<file path="src/rtl/size_store_rmw_if.sv">
// Store request / data-memory bundle for the size-aware store unit.
// The slave side is the store unit; the master side is control plus memory.
interface size_store_rmw_if;
   logic        start;
   logic [1:0]  SSizeCtrl;
   logic [31:0] addr;
   logic [31:0] data_in_B;
   logic [31:0] mem_rd_data;
   logic [31:0] mem_addr;
   logic        mem_wr;
   logic [31:0] mem_wr_data;
   logic        busy;
   logic        done;

   modport master (
      output start, SSizeCtrl, addr, data_in_B, mem_rd_data,
      input  mem_addr, mem_wr, mem_wr_data, busy, done
   );

   modport slave (
      input  start, SSizeCtrl, addr, data_in_B, mem_rd_data,
      output mem_addr, mem_wr, mem_wr_data, busy, done
   );
endinterface

</file>
<file path="src/rtl/size_store_rmw.sv">
// Word/halfword/byte store unit: words written directly,
// sub-word stores read-modify-write the old word.
module size_store_rmw #(
   parameter int unsigned MEM_RD_LAT = 1
) (
   input  logic           clk,
   input  logic           reset_n,
   size_store_rmw_if.slave bus
);
   localparam logic [1:0] SZ_HALF = 2'b01;
   localparam logic [1:0] SZ_BYTE = 2'b10;
   localparam logic [3:0] LAST_RD = 4'(MEM_RD_LAT);

   typedef enum logic [1:0] {
      S_IDLE,
      S_READ,
      S_WRITE,
      S_DONE
   } state_e;

   state_e      state_q, state_d;
   logic [31:0] addr_q, addr_d;
   logic [31:0] data_q, data_d;
   logic [31:0] merge_q, merge_d;
   logic [1:0]  size_q, size_d;
   logic [3:0]  cnt_q, cnt_d;
   logic        sub_word;

   always_ff @(posedge clk) begin
      if (!reset_n) begin
         state_q <= S_IDLE;
         addr_q  <= '0;
         data_q  <= '0;
         merge_q <= '0;
         size_q  <= '0;
         cnt_q   <= '0;
      end else begin
         state_q <= state_d;
         addr_q  <= addr_d;
         data_q  <= data_d;
         merge_q <= merge_d;
         size_q  <= size_d;
         cnt_q   <= cnt_d;
      end
   end

   always_comb begin
      state_d = state_q;
      addr_d  = addr_q;
      data_d  = data_q;
      merge_d = merge_q;
      size_d  = size_q;
      cnt_d   = cnt_q;
      unique case (state_q)
         S_IDLE: begin
            if (bus.start) begin
               addr_d = bus.addr;
               data_d = bus.data_in_B;
               size_d = bus.SSizeCtrl;
               cnt_d  = '0;
               if (bus.SSizeCtrl == SZ_HALF ||
                   bus.SSizeCtrl == SZ_BYTE)
                  state_d = S_READ;
               else
                  state_d = S_WRITE;
            end
         end
         S_READ: begin
            // Read data is valid in the final READ cycle only.
            if (cnt_q == LAST_RD) begin
               if (size_q == SZ_HALF)
                  merge_d = {bus.mem_rd_data[31:16], data_q[15:0]};
               else
                  merge_d = {bus.mem_rd_data[31:8], data_q[7:0]};
               state_d = S_WRITE;
            end else begin
               cnt_d = cnt_q + 4'd1;
            end
         end
         S_WRITE: state_d = S_DONE;
         S_DONE:  state_d = S_IDLE;
         default: state_d = S_IDLE;
      endcase
   end

   assign sub_word = (size_q == SZ_HALF) || (size_q == SZ_BYTE);

   assign bus.mem_addr    = addr_q;
   assign bus.mem_wr      = (state_q == S_WRITE);
   assign bus.mem_wr_data = sub_word ? merge_q : data_q;
   assign bus.busy        = (state_q != S_IDLE);
   assign bus.done        = (state_q == S_DONE);
endmodule

</file>
<file path="src/flat_wrapper.sv">
// flat-port wrapper written by rule: the top's interface ports become plain ports
module size_store_rmw_flat 
#(
   parameter int unsigned MEM_RD_LAT = 1
)
  (clk, reset_n, bus_start, bus_SSizeCtrl, bus_addr, bus_data_in_B, bus_mem_rd_data, bus_mem_addr, bus_mem_wr, bus_mem_wr_data, bus_busy, bus_done);
  size_store_rmw_if bus_i ();
  input  logic clk;
  input  logic reset_n;
  input wire logic [$bits(bus_i.start)-1:0] bus_start;
  input wire logic [$bits(bus_i.SSizeCtrl)-1:0] bus_SSizeCtrl;
  input wire logic [$bits(bus_i.addr)-1:0] bus_addr;
  input wire logic [$bits(bus_i.data_in_B)-1:0] bus_data_in_B;
  input wire logic [$bits(bus_i.mem_rd_data)-1:0] bus_mem_rd_data;
  output wire logic [$bits(bus_i.mem_addr)-1:0] bus_mem_addr;
  output wire logic [$bits(bus_i.mem_wr)-1:0] bus_mem_wr;
  output wire logic [$bits(bus_i.mem_wr_data)-1:0] bus_mem_wr_data;
  output wire logic [$bits(bus_i.busy)-1:0] bus_busy;
  output wire logic [$bits(bus_i.done)-1:0] bus_done;
  assign bus_i.start = bus_start;
  assign bus_i.SSizeCtrl = bus_SSizeCtrl;
  assign bus_i.addr = bus_addr;
  assign bus_i.data_in_B = bus_data_in_B;
  assign bus_i.mem_rd_data = bus_mem_rd_data;
  assign bus_mem_addr = bus_i.mem_addr;
  assign bus_mem_wr = bus_i.mem_wr;
  assign bus_mem_wr_data = bus_i.mem_wr_data;
  assign bus_busy = bus_i.busy;
  assign bus_done = bus_i.done;
  size_store_rmw #(.MEM_RD_LAT(MEM_RD_LAT)) u_core (.clk(clk), .reset_n(reset_n), .bus(bus_i));
endmodule
</file>
<file path="config.mk">
export PLATFORM = sky130hd
export DESIGN_NAME = size_store_rmw_flat
export DESIGN_NICKNAME = d
export VERILOG_FILES = /design/src/rtl/size_store_rmw_if.sv /design/src/rtl/size_store_rmw.sv /design/src/flat_wrapper.sv
export SDC_FILE = /design/constraint.sdc
export NUM_CORES = 1
export LEC_CHECK = 0
export CAP_MARGIN = 15
export CORE_ASPECT_RATIO = 1.75
export CORE_MARGIN = 2
export CORE_UTILIZATION = 45
export DETAILED_ROUTE_END_ITERATION = 6
export DONT_BUFFER_PORTS = 1
export PLACE_DENSITY = 0.68
export SETUP_SLACK_MARGIN = 0.4
export SLEW_MARGIN = 20
export SYNTH_ARGS = -nofsm -noshare
export SYNTH_HDL_FRONTEND = slang
export SYNTH_SLANG_ARGS = --single-unit
</file>
<file path="constraint.sdc">
create_clock -name clk -period 1.75 [get_ports clk]
set_input_delay 0.2625 -clock clk [delete_from_list [all_inputs] [get_ports clk]]
set_output_delay 0.2625 -clock clk [all_outputs]
set_load 0.005 [all_outputs]
</file>
### Word level (Yosys, flattened, before mapping)

Index checks and enable logic that the tools add are counted.

* word-level logic and storage cells: 36
* register bits: 104

* add/subtract/negate cells: 1
* muxes and demuxes: 9
* equality and inequality tests: 11
* reductions and logical operators: 9

Operator list (count)
* two-way mux 32 bit: 1
* two-way mux 16 bit: 1
* equality test 2 bit, second input constant: 4
* two-way mux 4 bit: 2
* case mux 2 bit (4 select lines): 1
* case mux 4 bit (2 select lines): 1
* equality test 2 x 1 -> 1 bit, second input constant: 3
* two-way mux 2 bit: 3
* AND reduction 2 bit: 3
* adder 4 x 1 -> 4 bit, second input constant: 1
* equality test 4 x 1 -> 1 bit, second input constant: 1
* inequality test 2 bit, second input constant: 2
* nonzero test 2 bit: 2
* AND reduction 3 bit: 1
* zero test 2 bit: 1
* logical OR 1 bit: 2
* inequality test 2 x 1 -> 1 bit, second input constant: 1

### Logic depth before layout (Yosys ltp)

Gate-level depths: netlist (run 1).

* word-level depth: 5
* depth in mapped cells: 7
* depth with buffers taken out: 5

### Worst setup path after synthesis (run 1)

Ideal clock, no wire load.

* path type: flip-flop to flip-flop
* from: register u_core.state_q[1]
* to: register u_core.cnt_q[1]
* buffers on the path: 1
* slack: 89 ps
* data required time: 1680 ps
* clock period less this slack: 1661 ps
* cell stages (with the launch flop): 7
* arrival time: 1590 ps
* cells stage by stage: dfxtp_1 -> inv_1 -> ha_1 -> and4bb_1 -> buf_6 -> or4_1 -> a21oi_1

* word-level cells in the longest chain between the ends: 3
* elaborated cells on any way between the ends: 7
* classes of those cells: 3 x eq/ne; 1 x mux; 3 x reduce/logical

RTL lines
* start, declared: line size_store_rmw.sv:21 `state_e state_q, state_d;`
* start signal, assigned: line size_store_rmw.sv:38 `state_q <= state_d;`
* equality test 2 x 1 -> 1 bit or zero test 2 bit (tied branches): line size_store_rmw.sv:54 `unique case (state_q)`
* inequality test 2 bit (no line) or nonzero test 2 bit (tied branches)
* AND reduction 3 bit (no line)
* end signal, assigned: line size_store_rmw.sv:43 `cnt_q <= cnt_d;`
* end, declared: line size_store_rmw.sv:26 `logic [3:0] cnt_q, cnt_d;`

Parallel ways exist; a longest one is shown, timed or not.
A chain may end at the register's enable or synchronous reset.

### Final worst setup path (run 1)

* from: register u_core.size_q[1]
* to: output bus_mem_wr_data[10]

* word-level cells in the longest chain between the ends: 3
* elaborated cells on any way between the ends: 4
* classes of those cells: 2 x eq/ne; 1 x mux; 1 x reduce/logical

RTL lines
* start, declared: line size_store_rmw.sv:25 `logic [1:0] size_q, size_d;`
* start signal, assigned: line size_store_rmw.sv:42 `size_q <= size_d;`
* equality test 2 x 1 -> 1 bit or equality test 2 bit (tied branches): line size_store_rmw.sv:86 `assign sub_word = (size_q == SZ_HALF) || (size_q == SZ_BYTE);`
* logical OR 1 bit *: line size_store_rmw.sv:86
* two-way mux 32 bit *: line size_store_rmw.sv:90 `assign bus.mem_wr_data = sub_word ? merge_q : data_q;`
* end, declared: line flat_wrapper.sv:17 `output wire logic [$bits(bus_i.mem_wr_data)-1:0] bus_mem_wr_data;`

Every way passes the cells marked *; elsewhere a longest branch is shown, timed or not.

==> results of run 1 <==
-- metal layers --
layer  global-route usage (%)  vias up  part of all wire, %
met1                    22.40     1917                   33
met4                    11.71        0                  5.2
met2                    42.13      184                   55
li1                         -     1790                    -
met3                    7.844       53                  7.1
met5                        0        -                    0
-- synth_stat cells --
master and number:
inv_1 8, o221a_2 1, o21ai_0 2, nand2b_1 1
o31ai_1 1, and2_1 1, nand4b_1 1, nor3b_1 1
mux2i_1 9, or4_1 2, nor2b_1 2, a211oi_1 9
or2_2 1, o221ai_1 1, nand2_1 183, nand3_1 2
ha_1 8, buf_2 11, dfxtp_1 104, o21a_1 1
mux2_2 32, o311ai_0 1, o32ai_1 2, clkbuf_1 26
a21oi_1 92, o211ai_1 1, xor2_1 1, nor2_1 10
buf_6 1, nand4bb_1 1, and4bb_1 1
-- placed cells by master, fill, tap and decap left out, drive strengths merged, types with 2 or more instances in the layout --
cell,netlist,final
o21ai,2,2
a211oi,9,9
o32ai,2,2
nor2,10,10
mux2i,9,9
ha,8,8
or4,2,2
nor2b,2,2
and2,1,2
a21oi,92,92
buf,12,41
mux2,32,32
nand3,2,2
inv,8,8
nand2,183,184
dfxtp,104,104
clkbuf,26,28
-- where the power goes --
| part | leakage, uW | internal [uW] | switching (uW) |
|---|---|---|---|
| logic | 0.00176 | 2030 | 2010 |
| clock network | 0.000146 | 1180 | 841 |
| registers | 0.000850 | 2680 | 269 |
| total | 0.00276 | 5890 | 3120 |
-- flip-flops by register name, summed over array words and instances, names as in the netlist --
| register | count |
|---|---|
| u_core.cnt_q | 4 |
| u_core.data_q | 32 |
| u_core.merge_q | 32 |
| u_core.state_q | 2 |
| u_core.bus.mem_addr | 32 |
| u_core.size_q | 2 |
-- per-stage QoR --
| stage | utilization (%) | hold slack [ns] | total power (uW) | worst slack [ns] | TNS [ns] |
|---|---|---|---|---|---|
| 5_1_grt | 72.57 | 0.01183 | 9342 | -0.1205 | -3.154 |
| 2_1_floorplan | - | 0.3909 | 4336 | 0.2287 | 0 |
| 3_3_place_gp | 48.48 | 0.3965 | 4659 | 0.1897 | 0 |
| 3_5_place_dp | 48.48 | 0.4004 | 4741 | 0.1291 | 0 |
| 4_1_cts | 58.34 | 0.03929 | 7346 | -0.08772 | -2.017 |
| 6_report | 72.57 | 0.03143 | 9007 | -0.09186 | -2.081 |
-- worst max-delay path by stage --
stage                          end  depth (start not counted)  slack (ns)
2_1_floorplan      u_core.cnt_q[1]                          6        0.23
3_3_place_gp   bus_mem_wr_data[30]                          4        0.19
3_5_place_dp       u_core.cnt_q[2]                          5        0.13
4_1_cts        bus_mem_wr_data[12]                          4       -0.09
5_1_grt         bus_mem_wr_data[9]                          4       -0.12
6_report       bus_mem_wr_data[10]                          4       -0.09
-- cell families (layout without fill, tap and decap cells) --
logic type / count (synthesis) / in the layout / share of synthesized area, %
buf+inv: 46 / 79 / 4.549
fa+ha+maj: 8 / 8 / 2.348
flops: 104 / 104 / 48.84
simple gates: 206 / 208 / 19.25
mux: 41 / 41 / 10.57
compound gates: 111 / 111 / 14.24
xor+xnor: 1 / 1 / 0.2055
-- worst max-delay path: stages (launching register included) --
cell and delay, ns:
dfxtp_2 0.34, inv_2 0.05, ha_4 0.33, buf_12 0.18
mux2_4 0.33
-- area by class of cell --
class / instances / area, um2 / area share [%]
multi-input combinational: 369 / 3201 / 47.17
tap: 122 / 152.6 / 2.250
clock buffer: 13 / 260.3 / 3.836
timing repair buffer: 56 / 1002 / 14.77
inverter: 8 / 37.54 / 0.5532
clock inverter: 2 / 38.79 / 0.5716
sequential: 104 / 2093 / 30.85
-- timing repair --
| action | CTS | global route |
|---|---|---|
| pin swaps | 23 | 130 |
| hold endpoints to repair | 0 | 0 |
| cloned | 7 | 22 |
| setup endpoints to repair | 137 | 128 |
| resized for setup | 91 | 230 |
| buffers inserted | 13 | 5 |
==> summary.txt, run 1 <==
Status: finished with violations
Failing checks: setup timing
CTS tree: built
Num Clock Sinks: 104
Starting DRC count in detailed routing: 159
Global-route wire length before repair: 18290 um
Finished Layout Cells: 674
Diodes inserted: 0
Starting Density: 45.59%
Final period util: 105.2%
Max Root-Sink Buffers: 2
Hold Startpoint: bus_SSizeCtrl[1]
Synth unique cells: 31
F_max: 0.5429 GHz
Full die area: 10300 um2
Clock Latency Late Sink: 0.34 ns
Hold path depth: 2
Yosys top cell area share: 48.84%
GPL Wtd Cong: 0.7625
DIE WIDTH: 77.58 um
Sequential-to-total area share from yosys stat: 48.84%
Critical path launch point type: flop
WL per Instance: 23.61 um
Num rows: 47
Slew at the pin closest to its max-slew limit: 0.5162 ns
Placed cell area: 4533 um2
Vias/cell: 5.852
Synthesized area: 4263 um2
Synthesized area per cell: 8.245 um2
Die H: 132.8 um
Register bit total from synthesis: 104
Cells on worst reg2reg path: 7
Worst VDD drop: 0.0009696 V
Clock transition at the registers of the reported paths: 0.06 ns
CP endpoint kind: output port
Leakage: 0.002761 uW
Warnings, synthesis: 0
Vias in the first global route: 3635
Max-Cap Viols: 0
DP HPWL: 7280 um
Worst Setup SP: u_core.size_q[1]
P per Cell Area: 1327 nW/um2
Min Clock Period, post-route: 1.842 ns
Layout net count: 657
Fill cell count: 622
Reg2reg setup slack: 0.23 ns
IO Count: 168
Root Buffer: clkbuf_16
Pre-antenna DRT Iters: 4
Hold Buf Count CTS: 0
Initial antenna violation count: 0
Synth area leaders: dfxtp_1 49%, nand2_1 16%, a21oi_1 11%, mux2_2 8.5%, ha_1 2.3%
Synth area leader: dfxtp_1
Hold/Removal Path Class: in2reg
Total number of vias: 3944
Final setup margin: -0.09186 ns
Kind of critical path: reg2out
RSZ-0062 raised after global routing: true
RR Startpoint: u_core.state_q[1]
CTS Buf Count: 9
Worst r2r dst: u_core.merge_q[21]
Clock Skew: 0.005852 ns
H-Tree Level Count: 3
Slew HR: 65.54%
Largest net degree at the start of global routing: 57
Syn_nets: 626
Core Area: 9350 um2
Critical Path RT: 1.49 ns
CP Max Fanout: 13
Routed WL: 15910 um
Hold EP: u_core.size_q[1]
# setup viols final: 32
Final non-filler cell area: 6785 um2
Crit path arrival time: 1.58 ns
Total gr overflow: 0
Cells after DPL: 612
Port bufs: 0
Hold Vio Cnt, Final: 0
GRT Util Overall: 23.00%
Post-Synthesis Cells: 517
Detail Route Antenna Nets: 0
# DRC: 0
Layout cells sized above 1: 56.16%
Max Transition Viols Final: 0
Area delta synth->final: 59.17%
Power figures use the tool's default switching activity.
==> run 2, diff against run 1 <==
Settings changed: CORE_UTILIZATION 45 to 29, PLACE_DENSITY 0.68 to 0.5.
==> run 2 against run 1 <==
Net effect: count of clock-buffer cells in the layout down 3; wire length down 4.9%; sequential cell count unchanged; power down 3.1%; maximum frequency down 1.2%; critical path depth up 1; clock skew up 0.0014 ns; the flow still finishes with violations (setup timing); sequential share of layout area down 1.8 points; largest cell class unchanged.
==> summary.txt, run 2 (synthesized netlist as in run 1, its figures left out) <==
Hold Vio Cnt, Final: 0 (unchanged)
Hold Startpoint: bus_mem_rd_data[28]
Clock Latency Late Sink: 0.35 ns (about the same)
Largest net degree at the start of global routing: 102 (+79%)
Max Transition Viols Final: 0 (unchanged)
Vias in the first global route: 3754 (+3.3%)
RSZ-0062 raised after global routing: true
Core Area: 14370 um2 (+54%)
Worst r2r dst: u_core.merge_q[11]
Critical Path Sink: bus_mem_wr_data[5]
Final period util: 106.5% (+1.2 points)
DP HPWL: 7742 um (+6.3%)
Status: finished with violations
P per Cell Area: 1212 nW/um2 (-8.7%)
CTS Buf Count: 9 (unchanged)
Critical Path RT: 1.49 ns (about the same)
Reg2reg setup slack: 0.18 ns (-0.05 ns)
Final setup margin: -0.1134 ns (-0.02151 ns)
Total gr overflow: 0 (unchanged)
Slew at the pin closest to its max-slew limit: 0.8008 ns (+0.2846 ns)
Sum Neg Setup Slack: -2.886 ns (-0.8045 ns)
Placed cell area: 4623 um2 (+2.0%)
Starting DRC count in detailed routing: 101 (-36%)
Hold/Removal Path Class: in2reg
Most frequent cells in the layout: 99 x dfxtp_1, 98 x nand2_4, 90 x a21oi_2
# setup viols final: 32 (unchanged)
# DRC: 0 (unchanged)
Full die area: 15720 um2 (+53%)
Sequential Area: 2093 um2 (unchanged)
Max Root-Sink Buffers: 2 (unchanged)
GPL Wtd Cong: 0.7429 (-2.6%)
Sw power: 3129 uW (+0.38%)
RR Startpoint: u_core.state_q[1]
Pint: 5601 uW (-4.9%)
H-Tree Level Count: 3 (unchanged)
Port bufs: 0 (unchanged)
Combinational Power Share: 44.7% (about the same)
Slew HR: 46.61% (-19 points)
WL per Instance: 20.53 um (-13%)
Failing checks: setup timing
GRT Util Overall: 16.77% (-6.2 points)
IO Count: 168 (unchanged)
Register share of total power: 33.5% (+0.8 points)
Layout cells sized above 1: 62.48% (+6.3 points)
Min Clock Period, post-route: 1.863 ns (+0.02151 ns)
Initial antenna violation count: 0 (unchanged)
WHS: 0.02172 ns (-0.009709 ns)
Finished Layout Cells: 737 (+9.3%)
Pre-antenna DRT Iters: 4 (unchanged)
CTS tree: built
CP endpoint kind: output port
F_max: 0.5367 GHz (-1.2%)
Num Clock Sinks: 104 (unchanged)
Cells on worst reg2reg path: 8 (+1)
Area delta synth->final: 69.01%
Cells after DPL: 669 (+9.3%)
Switch share: 35.85% (+1.2 points)
Clock Skew: 0.007293 ns (+0.001441 ns)
Clock power frac: 21.7% (-0.8 points)
Final non-filler cell area: 7204 um2 (+6.2%)
Clock transition at the registers of the reported paths: 0.07 ns (about the same)
Vias/cell: 5.166 (-12%)
Critical path launch point type: flop
Max-Cap Viols: 0 (unchanged)
Layout net count: 661 (+0.61%)
Final Util: 50.14% (-22 points)
Total number of vias: 3807 (-3.5%)
Num rows: 58 (+23%)
Worst Setup SP: u_core.size_q[1]
DIE WIDTH: 95.65 um (+23%)
Worst VDD drop: 0.0006840 V (-29%)
Global-route wire length before repair: 19690 um (+7.6%)
Starting Density: 29.67% (-16 points)
Most common cell after layout, fill and taps aside: dfxtp_1
Root Buffer: clkbuf_16
Crit path arrival time: 1.60 ns (+0.02 ns)
Diodes inserted: 0 (unchanged)
Hold Buf Count CTS: 0 (unchanged)
Die H: 164.4 um (+24%)
Kind of critical path: reg2out
Routed WL: 15130 um (-4.9%)
Leakage: 0.002996 uW (+8.5%)
Multi-input gate area: 3437 um2 (+7.4%)
Fill cell count: 1275 (+100%)
CP Max Fanout: 6 (-7)
Detail Route Antenna Nets: 0 (unchanged)
-- run 2: cell count changes in the layout (fill, tap and decap cells not counted), moves of 8 or more --
cell	previous run	this run
buf_12	9	21
nand2_2	21	8
a21oi_1	17	2
a21oi_2	75	90
nor2_1	2	10
nor2_4	8	0
nand2_4	61	98
nand2_1	100	77
-- run 2: layout make-up --
cell class              count  area share [%]
multi-input cells         367           47.71
flip-flops and latches    104           29.06
repair buffers             62           15.86
clock buffers              10           3.178
well taps                 180           3.126
clock inverters             6          0.5905
inverters                   8          0.4863
-- run 2: worst min path at each step --
stage                              end  slack [ns]  cells after the start
finish              u_core.merge_q[28]        0.02                      2
global route        u_core.merge_q[28]        0.01                      2
CTS                 u_core.merge_q[27]       0.005                      2
detailed placement    u_core.size_q[1]        0.40                      2
global placement      u_core.size_q[1]        0.40                      2
floorplan             u_core.size_q[1]        0.39                      2
-- run 2: layer usage --
layer  up-vias  global-route usage, %  routed length [um]
met5         -                      0                   0
met4         0                  6.039                 384
met3        26                  5.839                1122
met2       143                  31.34                8524
met1      1846                  16.61                5097
li1       1792                      -                   -
-- run 2: per-stage QoR --
step	total power (uW)	worst slack (ns)
floorplan	4336	0.2287
CTS	7504	-0.1192
global placement	4754	0.1684
detailed placement	4820	0.1642
global route	9179	-0.1552
finish	8730	-0.1134
-- run 2: power by group through the flow --
stage	clock (uW)	combinational, uW	sequential, uW
3_3_place_gp	0	1820	2930
6_report	1900	3910	2930
5_1_grt	2050	4170	2960
3_5_place_dp	0	1880	2940
4_1_cts	1970	2630	2910
2_1_floorplan	0	1460	2880
-- run 2: what timing repair did --
item,4_1_cts,5_1_grt
hold endpoints to repair,0,0
setup endpoints to repair,137,137
pin swaps,65,123
cloned,12,9
resized for setup,155,227
setup buffers,20,11
-- run 2: critical path, cell delays in order (launching register included) --
cell and delay (ns):
dfxtp_2 0.34, inv_2 0.05, ha_4 0.32, buf_6 0.13, buf_16 0.12, mux2_4 0.31
